$ cat config.mk
export PLATFORM = sky130hd
export DESIGN_NAME = eth_rx_frame_ctrl_flat
export DESIGN_NICKNAME = d
export VERILOG_FILES = /design/src/rtl/eth_rx_frame_ctrl_if.sv /design/src/rtl/eth_rx_frame_ctrl.sv /design/src/flat_wrapper.sv
export SDC_FILE = /design/constraint.sdc
export NUM_CORES = 1
export LEC_CHECK = 0
export ABC_AREA = 1
export BUFFER_PORTS_ARGS = -buffer_cell sky130_fd_sc_hd__clkbuf_2
export CORE_MARGIN = 2
export CORE_UTILIZATION = 60
export CTS_CLUSTER_DIAMETER = 60
export CTS_CLUSTER_SIZE = 12
export DETAILED_ROUTE_END_ITERATION = 6
export GPL_TIMING_DRIVEN = 0
export PLACE_DENSITY = 0.82
export SLEW_MARGIN = 10
export SYNTH_ARGS = -nofsm -noshare
export SYNTH_HDL_FRONTEND = slang
export SYNTH_SLANG_ARGS = --single-unit
$ cat constraint.sdc
create_clock -name clk -period 4.55 [get_ports clk]
set_input_delay 0.455 -clock clk [delete_from_list [all_inputs] [get_ports clk]]
set_output_delay 0.455 -clock clk [all_outputs]
set_load 0.03 [all_outputs]
$ cat src/rtl/eth_rx_frame_ctrl_if.sv
// Signal bundle for the RMII receive frame sequencer: the RMII pin side,
// the FCS checker input handshake and the byte/status side toward the
// packet consumer.
interface eth_rx_frame_ctrl_if;
  // RMII pins
  logic        crsdv;
  logic [1:0]  rxd;
  // FCS checker handshake
  logic        chk_axiiv;
  logic [1:0]  chk_axiid;
  logic        chk_done;
  logic        chk_kill;
  // Byte stream and per-frame status
  logic        axiov;
  logic [7:0]  axiod;
  logic        frame_valid;
  logic        frame_ok;
  logic [3:0]  frame_err;
  logic [10:0] frame_len;
  logic [15:0] good_cnt;
  logic [15:0] bad_cnt;
  // Current sequencer state, for debug visibility
  logic [2:0]  fsm_state;

  // Handshake semantics: chk_axiiv qualifies chk_axiid on every cycle it is
  // high; there is no ready, so the checker must accept every beat. chk_done
  // is a level the checker holds once its verdict is known, and chk_kill is
  // only meaningful while chk_done=1. axiov and frame_valid are one-cycle
  // strobes with no backpressure; frame_ok/frame_err/frame_len are qualified
  // by frame_valid and hold until the next frame report.

  modport slave (
    input  crsdv, rxd, chk_done, chk_kill,
    output chk_axiiv, chk_axiid, axiov, axiod, frame_valid, frame_ok,
           frame_err, frame_len, good_cnt, bad_cnt, fsm_state
  );

  modport master (
    output crsdv, rxd, chk_done, chk_kill,
    input  chk_axiiv, chk_axiid, axiov, axiod, frame_valid, frame_ok,
           frame_err, frame_len, good_cnt, bad_cnt, fsm_state
  );
endinterface

$ cat src/rtl/eth_rx_frame_ctrl.sv
// RMII receive frame sequencer. Hunts for preamble + SFD, forwards post-SFD
// dibits to the FCS checker, assembles LSB-first bytes, and at end of carrier
// combines the checker verdict with length/alignment checks into one status
// pulse plus saturating good/bad frame counters.
module eth_rx_frame_ctrl #(
  parameter int MIN_PRE     = 16,
  parameter int MIN_LEN     = 64,
  parameter int MAX_LEN     = 1518,
  parameter int CHK_TIMEOUT = 16
) (
  input logic                clk,
  input logic                rst,
  eth_rx_frame_ctrl_if.slave bus
);

  typedef enum logic [2:0] {
    S_IDLE     = 3'd0,
    S_PRE      = 3'd1,
    S_DROP     = 3'd2,
    S_DATA     = 3'd3,
    S_WAIT_CHK = 3'd4,
    S_REPORT   = 3'd5
  } state_t;

  localparam logic [7:0]  PRE_MIN  = 8'(MIN_PRE);
  localparam logic [10:0] LEN_MIN  = 11'(MIN_LEN);
  localparam logic [10:0] LEN_MAX  = 11'(MAX_LEN);
  localparam logic [7:0]  WAIT_END = 8'(CHK_TIMEOUT - 1);

  state_t      state;
  // Only set once carrier has been seen low, so a frame already in flight
  // when reset releases (or when a report finishes) is never picked up.
  logic        armed;
  logic [7:0]  pre_cnt;
  logic [10:0] byte_cnt;
  logic [1:0]  phase;
  logic [5:0]  low_bits;   // first three dibits of the byte being assembled
  logic [7:0]  wait_cnt;
  logic        timeout_err;
  logic        align_err;
  logic        fcs_err;

  logic        chk_axiiv_q;
  logic [1:0]  chk_axiid_q;
  logic        axiov_q;
  logic [7:0]  axiod_q;
  logic        frame_valid_q;
  logic        frame_ok_q;
  logic [3:0]  frame_err_q;
  logic [10:0] frame_len_q;
  logic [15:0] good_cnt_q;
  logic [15:0] bad_cnt_q;

  logic        length_err;
  logic [3:0]  report_err;

  // Verdict for the frame currently held in the byte/error registers.
  always_comb begin
    length_err = (byte_cnt < LEN_MIN) || (byte_cnt > LEN_MAX);
    report_err = {timeout_err, align_err, length_err, fcs_err};
  end

  // Frame sequencer with registered outputs.
  always_ff @(posedge clk) begin
    if (rst) begin
      state         <= S_IDLE;
      armed         <= 1'b0;
      pre_cnt       <= '0;
      byte_cnt      <= '0;
      phase         <= '0;
      low_bits      <= '0;
      wait_cnt      <= '0;
      timeout_err   <= 1'b0;
      align_err     <= 1'b0;
      fcs_err       <= 1'b0;
      chk_axiiv_q   <= 1'b0;
      chk_axiid_q   <= '0;
      axiov_q       <= 1'b0;
      axiod_q       <= '0;
      frame_valid_q <= 1'b0;
      frame_ok_q    <= 1'b0;
      frame_err_q   <= '0;
      frame_len_q   <= '0;
      good_cnt_q    <= '0;
      bad_cnt_q     <= '0;
    end else begin
      // Strobes default low; the states below raise them for one cycle.
      chk_axiiv_q   <= 1'b0;
      axiov_q       <= 1'b0;
      frame_valid_q <= 1'b0;

      case (state)
        S_IDLE: begin
          if (!bus.crsdv) begin
            armed <= 1'b1;
          end else if (armed && bus.rxd == 2'b01) begin
            state   <= S_PRE;
            pre_cnt <= 8'd1;
          end
        end

        S_PRE: begin
          if (!bus.crsdv) begin
            state <= S_IDLE;
          end else if (bus.rxd == 2'b01) begin
            if (pre_cnt != 8'hFF) pre_cnt <= pre_cnt + 8'd1;
          end else if (bus.rxd == 2'b11 && pre_cnt >= PRE_MIN) begin
            state    <= S_DATA;
            byte_cnt <= '0;
            phase    <= '0;
            low_bits <= '0;
          end else begin
            state <= S_DROP;
          end
        end

        S_DROP: begin
          if (!bus.crsdv) state <= S_IDLE;
        end

        S_DATA: begin
          if (bus.crsdv) begin
            chk_axiiv_q <= 1'b1;
            chk_axiid_q <= bus.rxd;
            phase       <= phase + 2'd1;   // wraps to 0 after the 4th dibit
            case (phase)
              2'd0: low_bits[1:0] <= bus.rxd;
              2'd1: low_bits[3:2] <= bus.rxd;
              2'd2: low_bits[5:4] <= bus.rxd;
              default: begin
                // Bytes beyond MAX_LEN are still counted and still fed to the
                // checker, but are not presented to the consumer.
                if (byte_cnt < LEN_MAX) begin
                  axiov_q <= 1'b1;
                  axiod_q <= {bus.rxd, low_bits};
                end
                if (byte_cnt != 11'h7FF) byte_cnt <= byte_cnt + 11'd1;
              end
            endcase
          end else begin
            // End of carrier: any partial byte is simply dropped.
            state       <= S_WAIT_CHK;
            align_err   <= (phase != 2'd0);
            timeout_err <= 1'b0;
            fcs_err     <= 1'b0;
            wait_cnt    <= '0;
          end
        end

        S_WAIT_CHK: begin
          // Carrier during this wait is ignored; that frame is lost.
          if (bus.chk_done) begin
            fcs_err <= bus.chk_kill;
            state   <= S_REPORT;
          end else if (wait_cnt == WAIT_END) begin
            timeout_err <= 1'b1;
            fcs_err     <= 1'b1;
            state       <= S_REPORT;
          end else begin
            wait_cnt <= wait_cnt + 8'd1;
          end
        end

        S_REPORT: begin
          frame_valid_q <= 1'b1;
          frame_len_q   <= byte_cnt;
          frame_err_q   <= report_err;
          frame_ok_q    <= (report_err == 4'd0);
          if (report_err == 4'd0) begin
            if (good_cnt_q != 16'hFFFF) good_cnt_q <= good_cnt_q + 16'd1;
          end else begin
            if (bad_cnt_q != 16'hFFFF) bad_cnt_q <= bad_cnt_q + 16'd1;
          end
          armed <= ~bus.crsdv;
          state <= S_IDLE;
        end

        default: state <= S_IDLE;
      endcase
    end
  end

  assign bus.chk_axiiv   = chk_axiiv_q;
  assign bus.chk_axiid   = chk_axiid_q;
  assign bus.axiov       = axiov_q;
  assign bus.axiod       = axiod_q;
  assign bus.frame_valid = frame_valid_q;
  assign bus.frame_ok    = frame_ok_q;
  assign bus.frame_err   = frame_err_q;
  assign bus.frame_len   = frame_len_q;
  assign bus.good_cnt    = good_cnt_q;
  assign bus.bad_cnt     = bad_cnt_q;
  assign bus.fsm_state   = state;

endmodule

$ cat src/flat_wrapper.sv
// flat-port wrapper written by rule: the top's interface ports become plain ports
module eth_rx_frame_ctrl_flat 
#(
  parameter int MIN_PRE     = 16,
  parameter int MIN_LEN     = 64,
  parameter int MAX_LEN     = 1518,
  parameter int CHK_TIMEOUT = 16
)
  (clk, rst, bus_crsdv, bus_rxd, bus_chk_done, bus_chk_kill, bus_chk_axiiv, bus_chk_axiid, bus_axiov, bus_axiod, bus_frame_valid, bus_frame_ok, bus_frame_err, bus_frame_len, bus_good_cnt, bus_bad_cnt, bus_fsm_state);
  eth_rx_frame_ctrl_if bus_i ();
  input logic clk;
  input logic rst;
  input wire logic [$bits(bus_i.crsdv)-1:0] bus_crsdv;
  input wire logic [$bits(bus_i.rxd)-1:0] bus_rxd;
  input wire logic [$bits(bus_i.chk_done)-1:0] bus_chk_done;
  input wire logic [$bits(bus_i.chk_kill)-1:0] bus_chk_kill;
  output wire logic [$bits(bus_i.chk_axiiv)-1:0] bus_chk_axiiv;
  output wire logic [$bits(bus_i.chk_axiid)-1:0] bus_chk_axiid;
  output wire logic [$bits(bus_i.axiov)-1:0] bus_axiov;
  output wire logic [$bits(bus_i.axiod)-1:0] bus_axiod;
  output wire logic [$bits(bus_i.frame_valid)-1:0] bus_frame_valid;
  output wire logic [$bits(bus_i.frame_ok)-1:0] bus_frame_ok;
  output wire logic [$bits(bus_i.frame_err)-1:0] bus_frame_err;
  output wire logic [$bits(bus_i.frame_len)-1:0] bus_frame_len;
  output wire logic [$bits(bus_i.good_cnt)-1:0] bus_good_cnt;
  output wire logic [$bits(bus_i.bad_cnt)-1:0] bus_bad_cnt;
  output wire logic [$bits(bus_i.fsm_state)-1:0] bus_fsm_state;
  assign bus_i.crsdv = bus_crsdv;
  assign bus_i.rxd = bus_rxd;
  assign bus_i.chk_done = bus_chk_done;
  assign bus_i.chk_kill = bus_chk_kill;
  assign bus_chk_axiiv = bus_i.chk_axiiv;
  assign bus_chk_axiid = bus_i.chk_axiid;
  assign bus_axiov = bus_i.axiov;
  assign bus_axiod = bus_i.axiod;
  assign bus_frame_valid = bus_i.frame_valid;
  assign bus_frame_ok = bus_i.frame_ok;
  assign bus_frame_err = bus_i.frame_err;
  assign bus_frame_len = bus_i.frame_len;
  assign bus_good_cnt = bus_i.good_cnt;
  assign bus_bad_cnt = bus_i.bad_cnt;
  assign bus_fsm_state = bus_i.fsm_state;
  eth_rx_frame_ctrl #(.MIN_PRE(MIN_PRE), .MIN_LEN(MIN_LEN), .MAX_LEN(MAX_LEN), .CHK_TIMEOUT(CHK_TIMEOUT)) u_core (.clk(clk), .rst(rst), .bus(bus_i));
endmodule
Word-level counts from Yosys, hierarchy flattened

Cells that the tools add are included.

Bits in registers: 103
Bits in latches: 0
Memory bits (writable): 0
Bits in read-only memories: 0
Input bits: 7
Output and inout port bits: 64
Logic and storage cells: 152
Memories kept: 0

$add $sub $neg: 6
$mul: 0
Div/mod/pow operators: 0
Order comparisons: 4
Eq/ne operators: 35
Shifts and indexed selects: 0
Muxes and demuxes: 51
Bitwise gates (word level): 4
Reduce and logical (&&, ||, !) cells: 30

Operators by type and width:

| cell                    | count |
|---|---|
| $mux W11                | 6 |
| $mux W8                 | 8 |
| $add A16 B1 Y16 const B | 2 |
| $ne A16 B16 Y1 const B  | 2 |
| $pmux W8 S2             | 2 |
| $reduce_and A6 Y1       | 5 |
| $mux W3                 | 8 |
| $mux W6                 | 4 |
| $pmux W11 S2            | 1 |
| $ne A2 B2 Y1 const B    | 10 |
| $ne A2 B1 Y1 const B    | 9 |
| $add A8 B1 Y8 const B   | 2 |
| $pmux W3 S5             | 1 |
| $mux W2                 | 7 |
| $pmux W6 S2             | 1 |
| $reduce_and A4 Y1       | 3 |
| $add A11 B1 Y11 const B | 1 |
| $gt A11 B11 Y1 const B  | 1 |
| $lt A11 B11 Y1 const B  | 1 |
| $lt A11 B7 Y1 const B   | 1 |
| $ne A11 B11 Y1 const B  | 1 |
| $reduce_bool A2 Y1      | 5 |
| $mux W1                 | 9 |
| $reduce_and A3 Y1       | 3 |
| other kinds (25)        | 37 |

Logic depth before layout (Yosys ltp)

Gate-level depths: netlist (run 1).

Depth after elaboration: 6
Mapped depth: 12
Mapped depth without buffers: 11

Worst setup path before layout (run 1)

No wires, ideal clock.

Path kind: reg2reg
Start point: reg u_core.good_cnt_q[1], in the netlist u_core.bus.good_cnt[1]
End point: reg u_core.good_cnt_q[11], in the netlist u_core.bus.good_cnt[11]
Setup time: 70 ps
Arrival: 1708 ps
Required time: 4480 ps
Setup slack: 2772 ps
Stages on the path, launching flop included: 11
Path buffers: 1
Clock period less this slack: 1778 ps
Path through: dfxtp_1 > ha_1 > nand2_1 > nor2_1 > nand2_1 > nor2_1 > nor2_1 > nand4_1 > buf_4 > nand2_1 > a21oi_1

Longest elaborated chain between the ends: 2
Elaborated cells on any way between the ends: 3
Classes of those cells: add/sub (1); eq/ne (1); reduce/logical (1)

RTL lines:

| element                                                                 | line                     | text |
|---|---|---|
| start: declaration                                                      | eth_rx_frame_ctrl.sv:51  | `logic [15:0] good_cnt_q;` |
| start signal: assignment                                                | eth_rx_frame_ctrl.sv:170 | `if (good_cnt_q != 16'hFFFF) good_cnt_q <= good_cnt_q + 16'd1;` |
| parallel branches: the longest is 2 deep, another holds $add A16 B1 Y16 | n/a                      |  |

Several ways; the timed one is not identified.
A chain may end at the register's enable or synchronous reset.

Final worst setup path (run 1)

Start point: reg u_core.state[2], in the netlist u_core.bus.fsm_state[2]
End point: reg u_core.wait_cnt[3]

Longest elaborated chain between the ends: 3
Elaborated cells on any way between the ends: 8
Classes of those cells: eq/ne (5); mux (1); reduce/logical (2)

RTL lines:

| element                                                                    | line                     | text |
|---|---|---|
| start: declaration                                                         | eth_rx_frame_ctrl.sv:30  | `state_t state;` |
| start signal: assignment                                                   | eth_rx_frame_ctrl.sv:66  | `state <= S_IDLE;` |
| start signal: assignment                                                   | eth_rx_frame_ctrl.sv:97  | `state <= S_PRE;` |
| start signal: assignment                                                   | eth_rx_frame_ctrl.sv:104 | `state <= S_IDLE;` |
| $eq A3 B3 Y1 / $eq A3 B2 Y1 (equally long branches)                        | eth_rx_frame_ctrl.sv:92  | `case (state)` |
| $ne A2 B2 Y1 (no source line) / $reduce_bool A2 Y1 (equally long branches) | n/a                      |  |
| $reduce_and A4 Y1 (no source line)                                         | n/a                      |  |
| end signal: assignment                                                     | eth_rx_frame_ctrl.sv:160 | `wait_cnt <= wait_cnt + 8'd1;` |
| end: declaration                                                           | eth_rx_frame_ctrl.sv:38  | `logic [7:0] wait_cnt;` |

Several ways; a longest one is shown, not always the timed one.

==> run metrics, run 1 <==
Detailed Route Iter0 Violations=roughly 340; largest fanout of any net on the critical path=10; routed wire length=around 14 mm; clock tree from TritonCTS=built; most area-consuming cells after synthesis=sky130_fd_sc_hd__dfxtp_1, sky130_fd_sc_hd__nand2_1, sky130_fd_sc_hd__nor2_1; top-area cell type share of the netlist area=around two fifths; Syn Inst Count=~810; count of buffers inserted at the top-level ports=70; number of search-and-repair iterations in the first detailed-routing pass=5; via count=~5600; count of warnings emitted by yosys=0; Largest stage delay, worst path=490 ps; share of post-route cells with drive strength above 1=approximately an eighth; layout overhead on the synthesized area=12.9%; ys async rst share=0%; estimated wirelength of the detail-placed design=approximately 11 mm; later-pin clock latency in the skew report=around 370 ps; post-layout min period=1950 ps; Avg Inst Size Synth=approximately 6.6 sq um; global route total overflow=0; largest voltage drop on the vdd net=210 uV; deepest clock path buffer count=2; TritonCTS Buffers=9; global-route wire length before repair=24.3 mm; leakage component of the power=~2.6 nW; WP depth=8; count leader, synth=sky130_fd_sc_hd__nand2_1; setup bufs post-CTS=0; startpoint type of the worst setup path=flop; max-cap check violation count=0; dominant register cell in the synthesized netlist=sky130_fd_sc_hd__dfxtp_1; Netlist cell types=36; number of antenna repair diodes=0; H-tree depth reported by CTS=3; PostCTS Resize Cnt=0; class of the most critical setup path=flop to flop; critical-path cell with the highest stage delay=sky130_fd_sc_hd__dfxtp_1; pins over their slew limit=0; post-synthesis cell type with the largest combined area=sky130_fd_sc_hd__dfxtp_1; count of state elements after synthesis=a little over 100; Crit. End Element=flop; P per Cell Area=303 mW/mm^2; detail-routed net length per standard cell=about 14 um; Die Footprint=just under 0.01 sq mm; cell area after synthesis=0.00540 sq mm; top cells by count, synth=sky130_fd_sc_hd__nand2_1, sky130_fd_sc_hd__nor2_1, sky130_fd_sc_hd__dfxtp_1, sky130_fd_sc_hd__inv_1, sky130_fd_sc_hd__a21oi_1; worst slew margin relative to its limit=a little under three fifths; result of the run=finished clean; remaining antenna violation count=0; Worst path most repeated cell=sky130_fd_sc_hd__nand2_1; Die X=roughly 100 um; worst clock skew on the final layout=about 14 ps; nets in the synthesized netlist=830; RePlAce Congestion=0.961; I/O pin count=71; sequential share of the synthesized area=between 30% and 40%; post-route worst hold slack=355 ps; final count of negative-setup-slack endpoints=0; slew of the pin with the lowest slew margin=between 600 and 700 ps; worst min path class=input port to flop; number of cells on the worst hold path=3; starting utilization of the core area=between 60% and 70%; EDFF count, synth=0; final total negative setup slack=0 ps; height of the die=slightly below 100 um; clock sink total=approximately 100; buffering stage count on the worst path with inverters included=2; required time reported for the critical path endpoint=slightly below 5000 ps; count of hold buffers inserted by post-cts repair=0; Avg Vias per Cell=approximately 5.6; WP data arrival=between 2000 and 2500 ps; core outline area=roughly 0.0087 sq mm; number of cells in the finished layout apart from fillers=between 1000 and 1500; Worst Reg2Reg Path Length in Cells=8; Global Route Usage Sum=~30%; Final Hold Vio Count=0; Worst path top cell family by delay=simple AND/OR/NAND/NOR gates; upper clock frequency limit=0.512 GHz; Residual DRC=0; root buffer selected by CTS=sky130_fd_sc_hd__clkbuf_8; Std-Cell Rows=34; CTS clk-pin slew, worst paths=about 100 ps; net total in the final layout=911; crit path cell chain=inv_1, nor2_1, nand3_1, nand2_1, buf_6, nand2_1, o21ai_1, a21oi_1; number of filler cells placed in the layout=741; post-placement cell count=between 900 and 1000; final period utilization=approximately 43%; largest net degree at the start of global routing=17; antenna violations before repair=0; vias in the first global route=around 5300; setup repair after global routing missed its margin=false
where the power goes:
part	total, mW	internal, mW	switching [mW]
Clock	0.613	0.286	0.327
Combinational	0.283	0.0704	0.213
Sequential	0.949	0.924	0.0254
state kept, by name, summed over array words and instances, names as in the netlist, 2 cells and up:
| register | cells |
|---|---|
| u_core.bus.bad_cnt | 16 |
| u_core.bus.good_cnt | 16 |
| u_core.bus.frame_len | 11 |
| u_core.byte_cnt | 11 |
| u_core.bus.axiod | 8 |
| u_core.pre_cnt | 8 |
| u_core.wait_cnt | 8 |
| u_core.low_bits | 6 |
| u_core.bus.frame_err | 4 |
| u_core.bus.fsm_state | 3 |
| u_core.bus.chk_axiid | 2 |
| u_core.phase | 2 |
tightest hold or removal path, cell delays in order:
cell and delay, ps:
sky130_fd_sc_hd__clkbuf_2 110, sky130_fd_sc_hd__nand2_1 70, sky130_fd_sc_hd__a21oi_1 50
logic make-up after synthesis:
group | count (synthesis) | synth area share [%]
and+or+nand+nor | 438 | 35.6
AOI/OAI and AO/OA | 116 | 11.2
buffers and inverters | 127 | 9.69
DFF | 103 | 38.2
xor gates and xnor gates | 19 | 3.08
adders and majority gates | 10 | 2.32
stage by stage:
stage / setup WS (ps) / utilization (%) / total power, mW / area [sq um]
after floorplan: 2770 / - / 1.17 / 5400
after global placement: 2740 / 67.5 / 1.23 / 5880
after detailed placement: 2680 / 67.5 / 1.25 / 5880
after CTS: 2660 / 69.9 / 1.84 / 6090
after global routing: 2410 / 69.9 / 1.91 / 6090
final: 2600 / 69.9 / 1.84 / 6090
layer usage:
layer	part of all wire, %	wire length (um)	up-vias	GRT usage [%]
li1	-	-	2771	-
met1	43	6160	2623	38.8
met2	48	6930	224	50.4
met3	6.8	987	30	3.90
met4	2.5	358	0	11.8
met5	0	0	-	0
area by class of cell:
class / instances / area [sq um] / area share, %
sequential: 103 / 2060 / 33.8
clock inverter: 4 / 53.8 / 0.883
multi-input combinational: 583 / 2810 / 46.2
tap: 108 / 135 / 2.22
timing repair buffer: 70 / 350 / 5.75
inverter: 96 / 362 / 5.93
buffer: 31 / 161 / 2.65
clock buffer: 12 / 155 / 2.55
final timing paths:
check                                  startpoint                                   end  slack [ps]
max          u_core.bus.fsm_state[2]$_SDFFE_PP0P_       u_core.wait_cnt[3]$_SDFFE_PP0P_        2600
max reg2reg  u_core.bus.fsm_state[2]$_SDFFE_PP0P_       u_core.wait_cnt[3]$_SDFFE_PP0P_        2600
min                                    bus_rxd[0]  u_core.bus.chk_axiid[0]$_SDFFE_PP0P_         360
min reg2reg       u_core.low_bits[4]$_SDFFE_PP0P_       u_core.low_bits[4]$_SDFFE_PP0P_         470
layout by cell type, fill, tap and decap left out, drive strengths merged:
master,synthesis,final
a22oi,1,1
o211ai,2,2
nand4,36,36
a31oi,1,1
a21oi,71,71
nand2,209,209
nor2,118,118
nor3,11,11
nand3,52,52
nand3b,2,2
or2,3,3
clkinvlp,0,2
dfxtp,103,103
inv,93,93
bufinv,0,1
nor3b,3,3
a21boi,1,1
clkbuf,16,98
clkinv,3,4
xnor2,4,4
ha,10,10
o21ai,40,40
xor2,15,15
nor4,4,4
buf,15,15
No activity file was read; power rests on OpenSTA's default activity.
==> run 2: changes to the inputs <==
--- a/config.mk
+++ b/config.mk
@@ -8,12 +8,12 @@
 export ABC_AREA = 1
 export BUFFER_PORTS_ARGS = -buffer_cell sky130_fd_sc_hd__clkbuf_2
 export CORE_MARGIN = 2
-export CORE_UTILIZATION = 60
+export CORE_UTILIZATION = 58
 export CTS_CLUSTER_DIAMETER = 60
 export CTS_CLUSTER_SIZE = 12
 export DETAILED_ROUTE_END_ITERATION = 6
 export GPL_TIMING_DRIVEN = 0
-export PLACE_DENSITY = 0.82
+export PLACE_DENSITY = 0.8
 export SLEW_MARGIN = 10
 export SYNTH_ARGS = -nofsm -noshare
 export SYNTH_HDL_FRONTEND = slang
==> constraint.sdc (replaced) <==
create_clock -name clk -period 2.05 [get_ports clk]
set_input_delay 0.205 -clock clk [delete_from_list [all_inputs] [get_ports clk]]
set_output_delay 0.205 -clock clk [all_outputs]
set_load 0.03 [all_outputs]
==> run metrics, run 2 (synthesis results as in run 1) <==
setup slack of the most critical reg-to-reg path=180 ps (was 2600 ps); overall power consumption=3.92 mW (was 1.84 mW); P per Cell Area=644 mW/mm^2 (was 303 mW/mm^2); clock sink total=103 (unchanged); pins over their slew limit=0 (unchanged); count of hold buffers inserted by post-cts repair=0 (unchanged); dpl ws=112 ps (was 2680 ps); Detailed Route Iter0 Violations=321 (was 341); remaining antenna violation count=0 (unchanged); Final Hold Vio Count=0 (unchanged); detail-routed net length per standard cell=13.4 um (was 14.3 um); number of search-and-repair iterations in the first detailed-routing pass=7 (was 5); vias in the first global route=4989 (was 5296); clock tree from TritonCTS=built (unchanged); final period utilization=91.4% (was 42.9%); setup repair after global routing missed its margin=false (unchanged); I/O pin count=71 (unchanged); post-layout min period=1870 ps (was 1950 ps); height of the die=100 um (was 98.9 um); layout overhead on the synthesized area=12.5% (was 12.9%); root buffer selected by CTS=sky130_fd_sc_hd__clkbuf_8 (unchanged); deepest clock path buffer count=2 (unchanged); most common library cell in the layout ignoring fill and taps=sky130_fd_sc_hd__nand2_1 (unchanged); Std-Cell Rows=35 (was 34); final total negative setup slack=0 ps (unchanged); starting utilization of the core area=59.0% (was 61.9%); routed wire length=13.5 mm (was 14.4 mm); max-cap check violation count=0 (unchanged); net total in the final layout=911 (unchanged); count of buffers inserted at the top-level ports=70 (unchanged); TritonCTS Buffers=9 (unchanged); later-pin clock latency in the skew report=370 ps (about the same); startpoint type of the worst setup path=flop (unchanged); Crit. End Element=flop (unchanged); class of the most critical setup path=flop to flop (unchanged); upper clock frequency limit=0.534 GHz (was 0.512 GHz); worst slew margin relative to its limit=53.4% (was 56.8%); largest net degree at the start of global routing=19 (was 17); highest-count cells in the layout ignoring fill and taps=sky130_fd_sc_hd__nand2_1, sky130_fd_sc_hd__nor2_1, sky130_fd_sc_hd__dfxtp_1 (unchanged); leakage component of the power=2.59 nW (about the same); slew of the pin with the lowest slew margin=699 ps (was 648 ps); share of post-route cells with drive strength above 1=13.7% (was 13.2%); estimated wirelength of the detail-placed design=10.0 mm (was 10.8 mm); largest voltage drop on the vdd net=460 uV (was 210 uV); worst min path class=input port to flop (unchanged); Die X=100 um (was 98.9 um); via count=5420 (was 5648); RePlAce Congestion=0.942 (was 0.961); result of the run=finished clean (unchanged); worst clock skew on the final layout=17.5 ps (was 14.1 ps); Residual DRC=0 (unchanged); final worst setup slack=176 ps (was 2600 ps); largest fanout of any net on the critical path=10 (unchanged); Design Area, Final=0.00608 sq mm (was 0.00609 sq mm); cell area reported after detailed placement=0.00589 sq mm (was 0.00588 sq mm); Global Route Usage Sum=27.2% (was 29.8%); global-route wire length before repair=22.4 mm (was 24.3 mm); WP data arrival=2130 ps (was 2230 ps); final count of negative-setup-slack endpoints=0 (unchanged); H-tree depth reported by CTS=3 (unchanged); core outline area=0.00915 sq mm (was 0.00872 sq mm); antenna violations before repair=0 (unchanged); required time reported for the critical path endpoint=2310 ps (was 4820 ps); global route total overflow=0 (unchanged); number of antenna repair diodes=0 (unchanged); Die Footprint=0.0101 sq mm (was 0.00977 sq mm); CTS clk-pin slew, worst paths=100 ps (about the same); Avg Vias per Cell=5.37 (was 5.61)
run 2: changes by cell type in the layout (fill, tap and decap cells not counted), moves of 2 or more:
| cell | change |
|---|---|
| sky130_fd_sc_hd__clkbuf_8 | -2 |
| sky130_fd_sc_hd__nor2_2 | +2 |
| sky130_fd_sc_hd__inv_6 | +3 |
| sky130_fd_sc_hd__clkinv_2 | +2 |
| sky130_fd_sc_hd__nor2_1 | -2 |
| sky130_fd_sc_hd__clkinvlp_4 | -2 |
run 2: path summary, 6_finish.rpt:
path / from / endpoint / cells past startpoint
worst max-delay path: u_core.byte_cnt[1]$_SDFFE_PP0P_ / u_core.byte_cnt[0]$_SDFFE_PP0P_ / 9
worst min-delay path: bus_rxd[0] / u_core.bus.chk_axiid[0]$_SDFFE_PP0P_ / 3
worst max register to register: u_core.byte_cnt[1]$_SDFFE_PP0P_ / u_core.byte_cnt[0]$_SDFFE_PP0P_ / 9
worst min register to register: u_core.low_bits[5]$_SDFFE_PP0P_ / u_core.low_bits[5]$_SDFFE_PP0P_ / 2
run 2: metal layers:
metal  vias to the layer above  routed length, um  GRT usage (%)
met5                         -                  0              0
met4                         0                208           9.27
met3                        21                680           5.06
met2                       169               6720           47.7
met1                      2460               5910           33.5
li1                       2770                  -              -
run 2: through the flow:
step	std cells	utilization [%]	hold slack, ps
detailed placement	994	64.3	452
global placement	994	64.3	453
global route	1010	66.4	103
CTS	1010	66.3	116
floorplan	813	-	349
finish	1010	66.4	121
run 2: area by class of cell:
type,count,area [sq um]
Timing Repair Buffer,70,350
Inverter,96,362
Sequential cell,103,2060
Buffer,31,161
Clock inverter,7,53.8
Clock buffer,9,124
Fill cell,821,3080
Multi-Input combinational cell,583,2820
Tap cell,111,139
run 2: repair_timing:
action                                  4_1_cts  5_1_grt
endpoints found under the setup margin        0       26
setup buffers                                 0        0
gates resized for setup                       0        3
hold endpoints to repair                      0        0
run 2: worst max-delay path, cell delays in order (launching register included):
cell                       delay, ps
sky130_fd_sc_hd__dfxtp_1         370
sky130_fd_sc_hd__ha_1            250
sky130_fd_sc_hd__nand3_1         160
sky130_fd_sc_hd__nor3_2           80
sky130_fd_sc_hd__nand3_1          70
sky130_fd_sc_hd__o21ai_0          80
sky130_fd_sc_hd__nor2_1          190
sky130_fd_sc_hd__clkinv_1        310
sky130_fd_sc_hd__a21oi_1         210
sky130_fd_sc_hd__nor2_1           50
run 2: power breakdown:
group / leakage, nW / switching [mW] / internal (mW)
Combinational: 1.66 / 0.462 / 0.155
Clock: 0.0944 / 0.732 / 0.455
Sequential: 0.830 / 0.0597 / 2.05
Total: 2.59 / 1.25 / 2.66
